**src/rtl/flow_ctrl_pkg.sv**
```systemverilog
`default_nettype none
// ============================================================================
//  Module      : flow_ctrl_pkg
//  Description : Shared types and default phase lengths for the channel flow
//                controllers (sequencer state encoding, phase defaults).
//  Revision    : 1.0  initial release
// ============================================================================
package flow_ctrl_pkg;

    // Sequencer phases. The explicit values keep encodings stable when other
    // blocks decode the state.
    typedef enum logic [2:0] {
        IDLE     = 3'd0,
        PRIME    = 3'd1,
        DISPENSE = 3'd2,
        FLUSH    = 3'd3,
        SETTLE   = 3'd4
    } flow_state_t;

    localparam int PRIME_CYC_DEF  = 8;
    localparam int FLUSH_CYC_DEF  = 16;
    localparam int SETTLE_CYC_DEF = 4;

endpackage : flow_ctrl_pkg
`default_nettype wire

```
**src/rtl/rr_arbiter.sv**
```systemverilog
`default_nettype none
// ============================================================================
//  Module      : rr_arbiter
//  Description : Combinational round-robin pick. The winner is the first set
//                request found searching upward from rr_last+1, wrapping.
//  Ports       : req        - request vector
//                rr_last    - index of the previous winner
//                gnt_onehot - one-hot winner (zero when no request)
//                gnt_idx    - winner index (0 when no request)
//                gnt_valid  - at least one request set
//  Revision    : 1.0  initial release
// ============================================================================
module rr_arbiter #(
    parameter int N_REQ = 3,
    parameter int IDX_W = (N_REQ > 1) ? $clog2(N_REQ) : 1
) (
    input  logic [N_REQ-1:0] req,
    input  logic [IDX_W-1:0] rr_last,
    output logic [N_REQ-1:0] gnt_onehot,
    output logic [IDX_W-1:0] gnt_idx,
    output logic             gnt_valid
);

    always_comb begin : p_pick
        int cand;
        cand       = 0;
        gnt_onehot = '0;
        gnt_idx    = '0;
        gnt_valid  = 1'b0;
        // Offsets 1..N_REQ visit every index once; offset N_REQ is rr_last
        // itself, so the previous winner has the lowest priority.
        for (int k = 1; k <= N_REQ; k++) begin
            cand = (int'(rr_last) + k) % N_REQ;
            if (!gnt_valid && req[cand]) begin
                gnt_valid        = 1'b1;
                gnt_idx          = cand[IDX_W-1:0];
                gnt_onehot[cand] = 1'b1;
            end
        end
    end

endmodule : rr_arbiter
`default_nettype wire

```
**src/rtl/channel_flow_sequencer.sv**
```systemverilog
`default_nettype none
// ============================================================================
//  Module      : channel_flow_sequencer
//  Description : Time-shares one serpentine channel chain between N_INLETS
//                inlets. Each granted inlet runs PRIME -> DISPENSE -> FLUSH ->
//                SETTLE, then the chain is released back to arbitration.
//  Ports       : clk, rst_n  - clock, asynchronous active-low reset
//                req         - per-inlet level request (drop to abort)
//                req_len     - per-inlet dispense length, CNT_W bits each
//                gnt         - one-hot grant, PRIME through SETTLE
//                valve_open  - inlet valve drive (one-hot or zero)
//                flush_valve - buffer flush valve drive
//                pump_en     - pump enable
//                busy        - not IDLE
//                done        - one-cycle pulse on the last SETTLE cycle
//                done_id     - completing inlet, valid with done
//                aborted     - sequence was cut short, valid with done
//  Revision    : 1.0  initial release
// ============================================================================
module channel_flow_sequencer
    import flow_ctrl_pkg::*;
#(
    parameter int N_INLETS   = 3,
    parameter int CNT_W      = 16,
    parameter int PRIME_CYC  = PRIME_CYC_DEF,
    parameter int FLUSH_CYC  = FLUSH_CYC_DEF,
    parameter int SETTLE_CYC = SETTLE_CYC_DEF
) (
    input  logic                         clk,
    input  logic                         rst_n,
    input  logic [N_INLETS-1:0]          req,
    input  logic [N_INLETS*CNT_W-1:0]    req_len,
    output logic [N_INLETS-1:0]          gnt,
    output logic [N_INLETS-1:0]          valve_open,
    output logic                         flush_valve,
    output logic                         pump_en,
    output logic                         busy,
    output logic                         done,
    output logic [$clog2(N_INLETS)-1:0]  done_id,
    output logic                         aborted
);

    localparam int IDX_W = $clog2(N_INLETS);
    localparam logic [CNT_W-1:0] C_PRIME_LD  = CNT_W'(PRIME_CYC - 1);
    localparam logic [CNT_W-1:0] C_FLUSH_LD  = CNT_W'(FLUSH_CYC - 1);
    localparam logic [CNT_W-1:0] C_SETTLE_LD = CNT_W'(SETTLE_CYC - 1);
    localparam logic [CNT_W-1:0] C_ONE       = CNT_W'(1);

    flow_state_t        r_state, w_state_nxt;
    logic [CNT_W-1:0]   r_cnt, w_cnt_nxt;
    logic [CNT_W-1:0]   r_len, w_len_nxt;
    logic [IDX_W-1:0]   r_sel, w_sel_nxt;
    logic [IDX_W-1:0]   r_rr_last, w_rr_last_nxt;
    logic               r_abort, w_abort_nxt;

    logic [N_INLETS-1:0] w_arb_onehot;
    logic [IDX_W-1:0]    w_arb_idx;
    logic                w_arb_valid;
    logic [N_INLETS-1:0] w_sel_onehot;

    rr_arbiter #(
        .N_REQ (N_INLETS),
        .IDX_W (IDX_W)
    ) u_rr_arbiter (
        .req        (req),
        .rr_last    (r_rr_last),
        .gnt_onehot (w_arb_onehot),
        .gnt_idx    (w_arb_idx),
        .gnt_valid  (w_arb_valid)
    );

    always_ff @(posedge clk or negedge rst_n) begin
        if (!rst_n) begin
            r_state   <= IDLE;
            r_cnt     <= '0;
            r_len     <= '0;
            r_sel     <= '0;
            r_rr_last <= IDX_W'(N_INLETS - 1);
            r_abort   <= 1'b0;
        end else begin
            r_state   <= w_state_nxt;
            r_cnt     <= w_cnt_nxt;
            r_len     <= w_len_nxt;
            r_sel     <= w_sel_nxt;
            r_rr_last <= w_rr_last_nxt;
            r_abort   <= w_abort_nxt;
        end
    end

    // Next-state logic. Each phase counter is loaded with (length - 1) on
    // entry and the phase ends when it reads zero, so no wrap is needed even
    // for the maximum dispense length.
    always_comb begin
        w_state_nxt   = r_state;
        w_cnt_nxt     = r_cnt;
        w_len_nxt     = r_len;
        w_sel_nxt     = r_sel;
        w_rr_last_nxt = r_rr_last;
        w_abort_nxt   = r_abort;
        case (r_state)
            IDLE: begin
                if (w_arb_valid) begin
                    w_state_nxt   = PRIME;
                    w_sel_nxt     = w_arb_idx;
                    w_rr_last_nxt = w_arb_idx;
                    w_len_nxt     = req_len[int'(w_arb_idx)*CNT_W +: CNT_W];
                    w_cnt_nxt     = C_PRIME_LD;
                    w_abort_nxt   = 1'b0;
                end
            end
            PRIME: begin
                if (!req[r_sel]) begin
                    // A dropped request still gets a full flush.
                    w_abort_nxt = 1'b1;
                    w_state_nxt = FLUSH;
                    w_cnt_nxt   = C_FLUSH_LD;
                end else if (r_cnt == '0) begin
                    if (r_len == '0) begin
                        w_state_nxt = FLUSH;
                        w_cnt_nxt   = C_FLUSH_LD;
                    end else begin
                        w_state_nxt = DISPENSE;
                        w_cnt_nxt   = r_len - C_ONE;
                    end
                end else begin
                    w_cnt_nxt = r_cnt - C_ONE;
                end
            end
            DISPENSE: begin
                if (!req[r_sel]) begin
                    w_abort_nxt = 1'b1;
                    w_state_nxt = FLUSH;
                    w_cnt_nxt   = C_FLUSH_LD;
                end else if (r_cnt == '0) begin
                    w_state_nxt = FLUSH;
                    w_cnt_nxt   = C_FLUSH_LD;
                end else begin
                    w_cnt_nxt = r_cnt - C_ONE;
                end
            end
            FLUSH: begin
                if (r_cnt == '0) begin
                    w_state_nxt = SETTLE;
                    w_cnt_nxt   = C_SETTLE_LD;
                end else begin
                    w_cnt_nxt = r_cnt - C_ONE;
                end
            end
            SETTLE: begin
                if (r_cnt == '0) begin
                    w_state_nxt = IDLE;
                end else begin
                    w_cnt_nxt = r_cnt - C_ONE;
                end
            end
            default: begin
                w_state_nxt = IDLE;
                w_cnt_nxt   = '0;
            end
        endcase
    end

    // Output decode from registered state only, so the asynchronous reset
    // forces every output low immediately.
    always_comb begin
        w_sel_onehot        = '0;
        w_sel_onehot[r_sel] = 1'b1;
        gnt                 = '0;
        valve_open          = '0;
        flush_valve         = 1'b0;
        pump_en             = 1'b0;
        busy                = (r_state != IDLE);
        done                = 1'b0;
        done_id             = '0;
        aborted             = 1'b0;
        case (r_state)
            PRIME: begin
                gnt        = w_sel_onehot;
                valve_open = w_sel_onehot;
            end
            DISPENSE: begin
                gnt        = w_sel_onehot;
                valve_open = w_sel_onehot;
                pump_en    = 1'b1;
            end
            FLUSH: begin
                gnt         = w_sel_onehot;
                flush_valve = 1'b1;
                pump_en     = 1'b1;
            end
            SETTLE: begin
                gnt = w_sel_onehot;
                if (r_cnt == '0) begin
                    done    = 1'b1;
                    done_id = r_sel;
                    aborted = r_abort;
                end
            end
            default: begin
            end
        endcase
    end

endmodule : channel_flow_sequencer
`default_nettype wire

```
**config.mk**
```make
export PLATFORM = sky130hd
export DESIGN_NAME = channel_flow_sequencer
export DESIGN_NICKNAME = d
export VERILOG_FILES = /design/src/rtl/flow_ctrl_pkg.sv /design/src/rtl/rr_arbiter.sv /design/src/rtl/channel_flow_sequencer.sv
export SDC_FILE = /design/constraint.sdc
export NUM_CORES = 1
export LEC_CHECK = 0
export CORE_MARGIN = 2
export CORE_UTILIZATION = 50
export CTS_CLUSTER_DIAMETER = 120
export CTS_CLUSTER_SIZE = 16
export DETAILED_ROUTE_END_ITERATION = 10
export PLACE_DENSITY = 0.82
export SLEW_MARGIN = 20
export SYNTH_ARGS = -nofsm -noshare
export SYNTH_HDL_FRONTEND = slang
export SYNTH_SLANG_ARGS = --single-unit
```
**constraint.sdc**
```tcl
create_clock -name clk -period 6.5 [get_ports clk]
set_input_delay 0.65 -clock clk [delete_from_list [all_inputs] [get_ports clk]]
set_output_delay 0.65 -clock clk [all_outputs]
set_load 0.1 [all_outputs]
```
==> flow_summary.json <==
{
  "wirelength_um": 7250,
  "final_common_cell": "clkdlybuf4s50_1",
  "nFillCells": 463,
  "grt_start_max_net_pins": 40,
  "place.port_buffers": 65,
  "yosysWarnings": 0,
  "critPathLaunch": "r_cnt[0]",
  "timing.final.ws_setup_ns": 2.36,
  "area_growth_pct": 27.7,
  "rsz0062_at_grt": "no",
  "tightest_slew_ns": 1.02,
  "path_max_fanout": 11,
  "finalCritPeriodShare_pct": 63.7,
  "syn_inst": 345,
  "synth_edf_count": 0,
  "synth-seq-cells": 39,
  "finClkSkew_ns": 0.0105,
  "vias": 2834,
  "crit_type": "flip-flop to primary output",
  "core.rowCount": 27,
  "dieArea_mm2": 0.00647,
  "whs_ns": 0.472,
  "synthFlopType": "dfrtp_1",
  "postCtsSetupRepairBufs": 0,
  "r2r_start": "r_cnt[0]",
  "place_congestion": 0.894,
  "end_kind": "primary output",
  "antennaDiodeCount": 0,
  "layout_common_cells": "64 x clkdlybuf4s50_1, 40 x nand2_1, 38 x dfrtp_1",
  "numCtsBuffers": 5,
  "drt-initial-drc-count": 198,
  "die_h_um": 80.5,
  "yosysSeqAreaShare_pct": 33.4,
  "drive_gt1_share_pct": 8.71,
  "vias_per_cell": 5.98,
  "pwr_density_cell_mw_per_mm2": 468,
  "overflow": 0,
  "dp_hpwl_um": 5450,
  "clkLatencyLatePin_ns": 0.30,
  "grt_pass1_vias": 2693,
  "clock_sinks": 39,
  "fp.dieW_um": 80.5,
  "path_clk_slew_ns": 0.08,
  "p_comb_share_pct": 59.9,
  "place_inst": 466,
  "stdcell_count": 474,
  "maxCapViolCount": 0,
  "fmax_ghz": 0.242,
  "ios": 66,
  "grt_pass1_wl_um": 12400,
  "worst-endpoint-required_ns": 5.85,
  "max-clock-path-buffers": 2,
  "p_switching_uw": 874,
  "cp.arrival_ns": 3.49,
  "slew_headroom_pct": 31.7,
  "hp-class": "primary input to asynchronous set/reset pin",
  "cts.htree.levels": 2,
  "nets": 458,
  "p_int_uw": 874,
  "firstDrtPassIters": 5,
  "clkPwrFrac_pct": 13.8,
  "seqPwrFrac_pct": 26.3,
  "setup_viol": 0,
  "fin_crit_ns": 4.14,
  "synth_cell_type_count": 54,
  "cts_resized": 0,
  "finalHoldViolations": 0,
  "syn-num-nets": 402,
  "drv_slew": 0,
  "avgSynthCellArea_um2": 8.47,
  "finish.utilization_pct": 67.0,
  "worstRegToRegCells": 8,
  "startpoint_type": "flip-flop",
  "netlist_area_mm2": 0.00292,
  "setup_tns_ns": 0,
  "cts_tree": "built",
  "p_leak_uw": 0.00157,
  "core-area_mm2": 0.00557,
  "ir_drop_mv": 0.297,
  "synthArstFlopShare_pct": 100,
  "drtAntennaViolNets": 0,
  "ctsHoldBuffers": 0,
  "sw_frac_of_total_pct": 50.0,
  "root_buffer": "clkbuf_8",
  "wl_per_cell_um": 15.3,
  "antenna_found_initial": 0,
  "drcViolationCount": 0,
  "start_util_pct": 52.4,
  "dp_slack_ns": 2.66,
  "grtUsageTotal_pct": 24.2,
  "status": "complete, no violations"
}
metrics by stage:
step	power [uW]	cell area, um^2
after global placement	1480	3590
final	1750	3730
after CTS	1750	3730
after global routing	1880	3730
after floorplan	1260	2920
after detailed placement	1500	3590
layer usage:
metal  GRT usage, %  up-vias  part of all wire, %
met1           32.5     1307                   44
met4           7.12        0                  1.4
met2           39.9      138                   48
met5              0        -                    0
met3           4.38       11                  6.9
li1               -     1378                    -
power by group through the flow:
| stage | clock, uW | combinational, uW | sequential (uW) |
|---|---|---|---|
| after CTS | 243 | 1050 | 457 |
| after floorplan | 0 | 846 | 414 |
| final | 241 | 1050 | 460 |
| after detailed placement | 0 | 1040 | 462 |
| after global placement | 0 | 1020 | 455 |
| after global routing | 256 | 1150 | 474 |
cells in the mapped netlist, types with 3 or more instances:
master | instances | share of area, %
a21o_1 | 4 | 1.0
a21oi_1 | 18 | 3.1
and2_1 | 4 | 0.86
buf_2 | 3 | 0.51
clkbuf_1 | 14 | 1.8
dfrtp_1 | 38 | 33
ha_1 | 4 | 1.7
inv_1 | 15 | 1.9
mux2_2 | 16 | 6.2
mux2i_1 | 18 | 6.2
nand2_1 | 40 | 5.1
nand2b_1 | 5 | 1.1
nand3_1 | 6 | 1.0
nand3b_1 | 5 | 1.3
nand4_1 | 6 | 1.3
nor2_1 | 20 | 2.6
nor3_1 | 15 | 2.6
nor4_1 | 4 | 0.86
o211ai_1 | 9 | 2.3
o21ai_0 | 35 | 6.0
o32a_1 | 3 | 1.0
or4_1 | 6 | 1.5
xnor2_1 | 8 | 2.4
xor2_1 | 6 | 1.8
registers in the layout (all words and copies together) (netlist names):
| name | flops |
|---|---|
| r_len | 16 |
| r_rr_last | 1 |
| r_sel | 2 |
| r_cnt | 16 |
| r_abort | 1 |
| r_state | 3 |
final cells by class:
type	instances	area, um^2	area share, %
repair buffers	67	661	17.7
inverters	15	56.3	1.51
clock inverters	2	60.1	1.61
clock buffers	6	72.6	1.94
multi-input cells	273	1820	48.6
well taps	72	90.1	2.41
flip-flops and latches	39	977	26.2
cell families after synthesis:
| family | after synthesis | synth area share [%] |
|---|---|---|
| DFF | 39 | 33.4 |
| AOI/OAI and AO/OA | 94 | 20.3 |
| xor gates and xnor gates | 14 | 4.20 |
| and+or+nand+nor | 125 | 22.7 |
| adders and majority gates | 6 | 2.40 |
| muxes | 34 | 12.3 |
| buffers and inverters | 33 | 4.62 |
final timing paths:
kind	end	slack [ns]
min in group clk	r_abort	0.51
max	done_id[1]	2.36
max in group asynchronous	r_len[11]	5.47
min reg2reg	r_abort	0.51
min	r_cnt[4]	0.47
max reg2reg	r_cnt[6]	3.31
critical path, cell delays in order, from the launching register on:
cell and delay, ns:
dfrtp_1 0.43, inv_1 0.11, ha_1 0.24, nor4b_4 0.34, nand4_1 0.47, nor2_1 0.30, and2_1 0.16, clkdlybuf4s50_1 1.14
(Power assumes the default switching activity.)
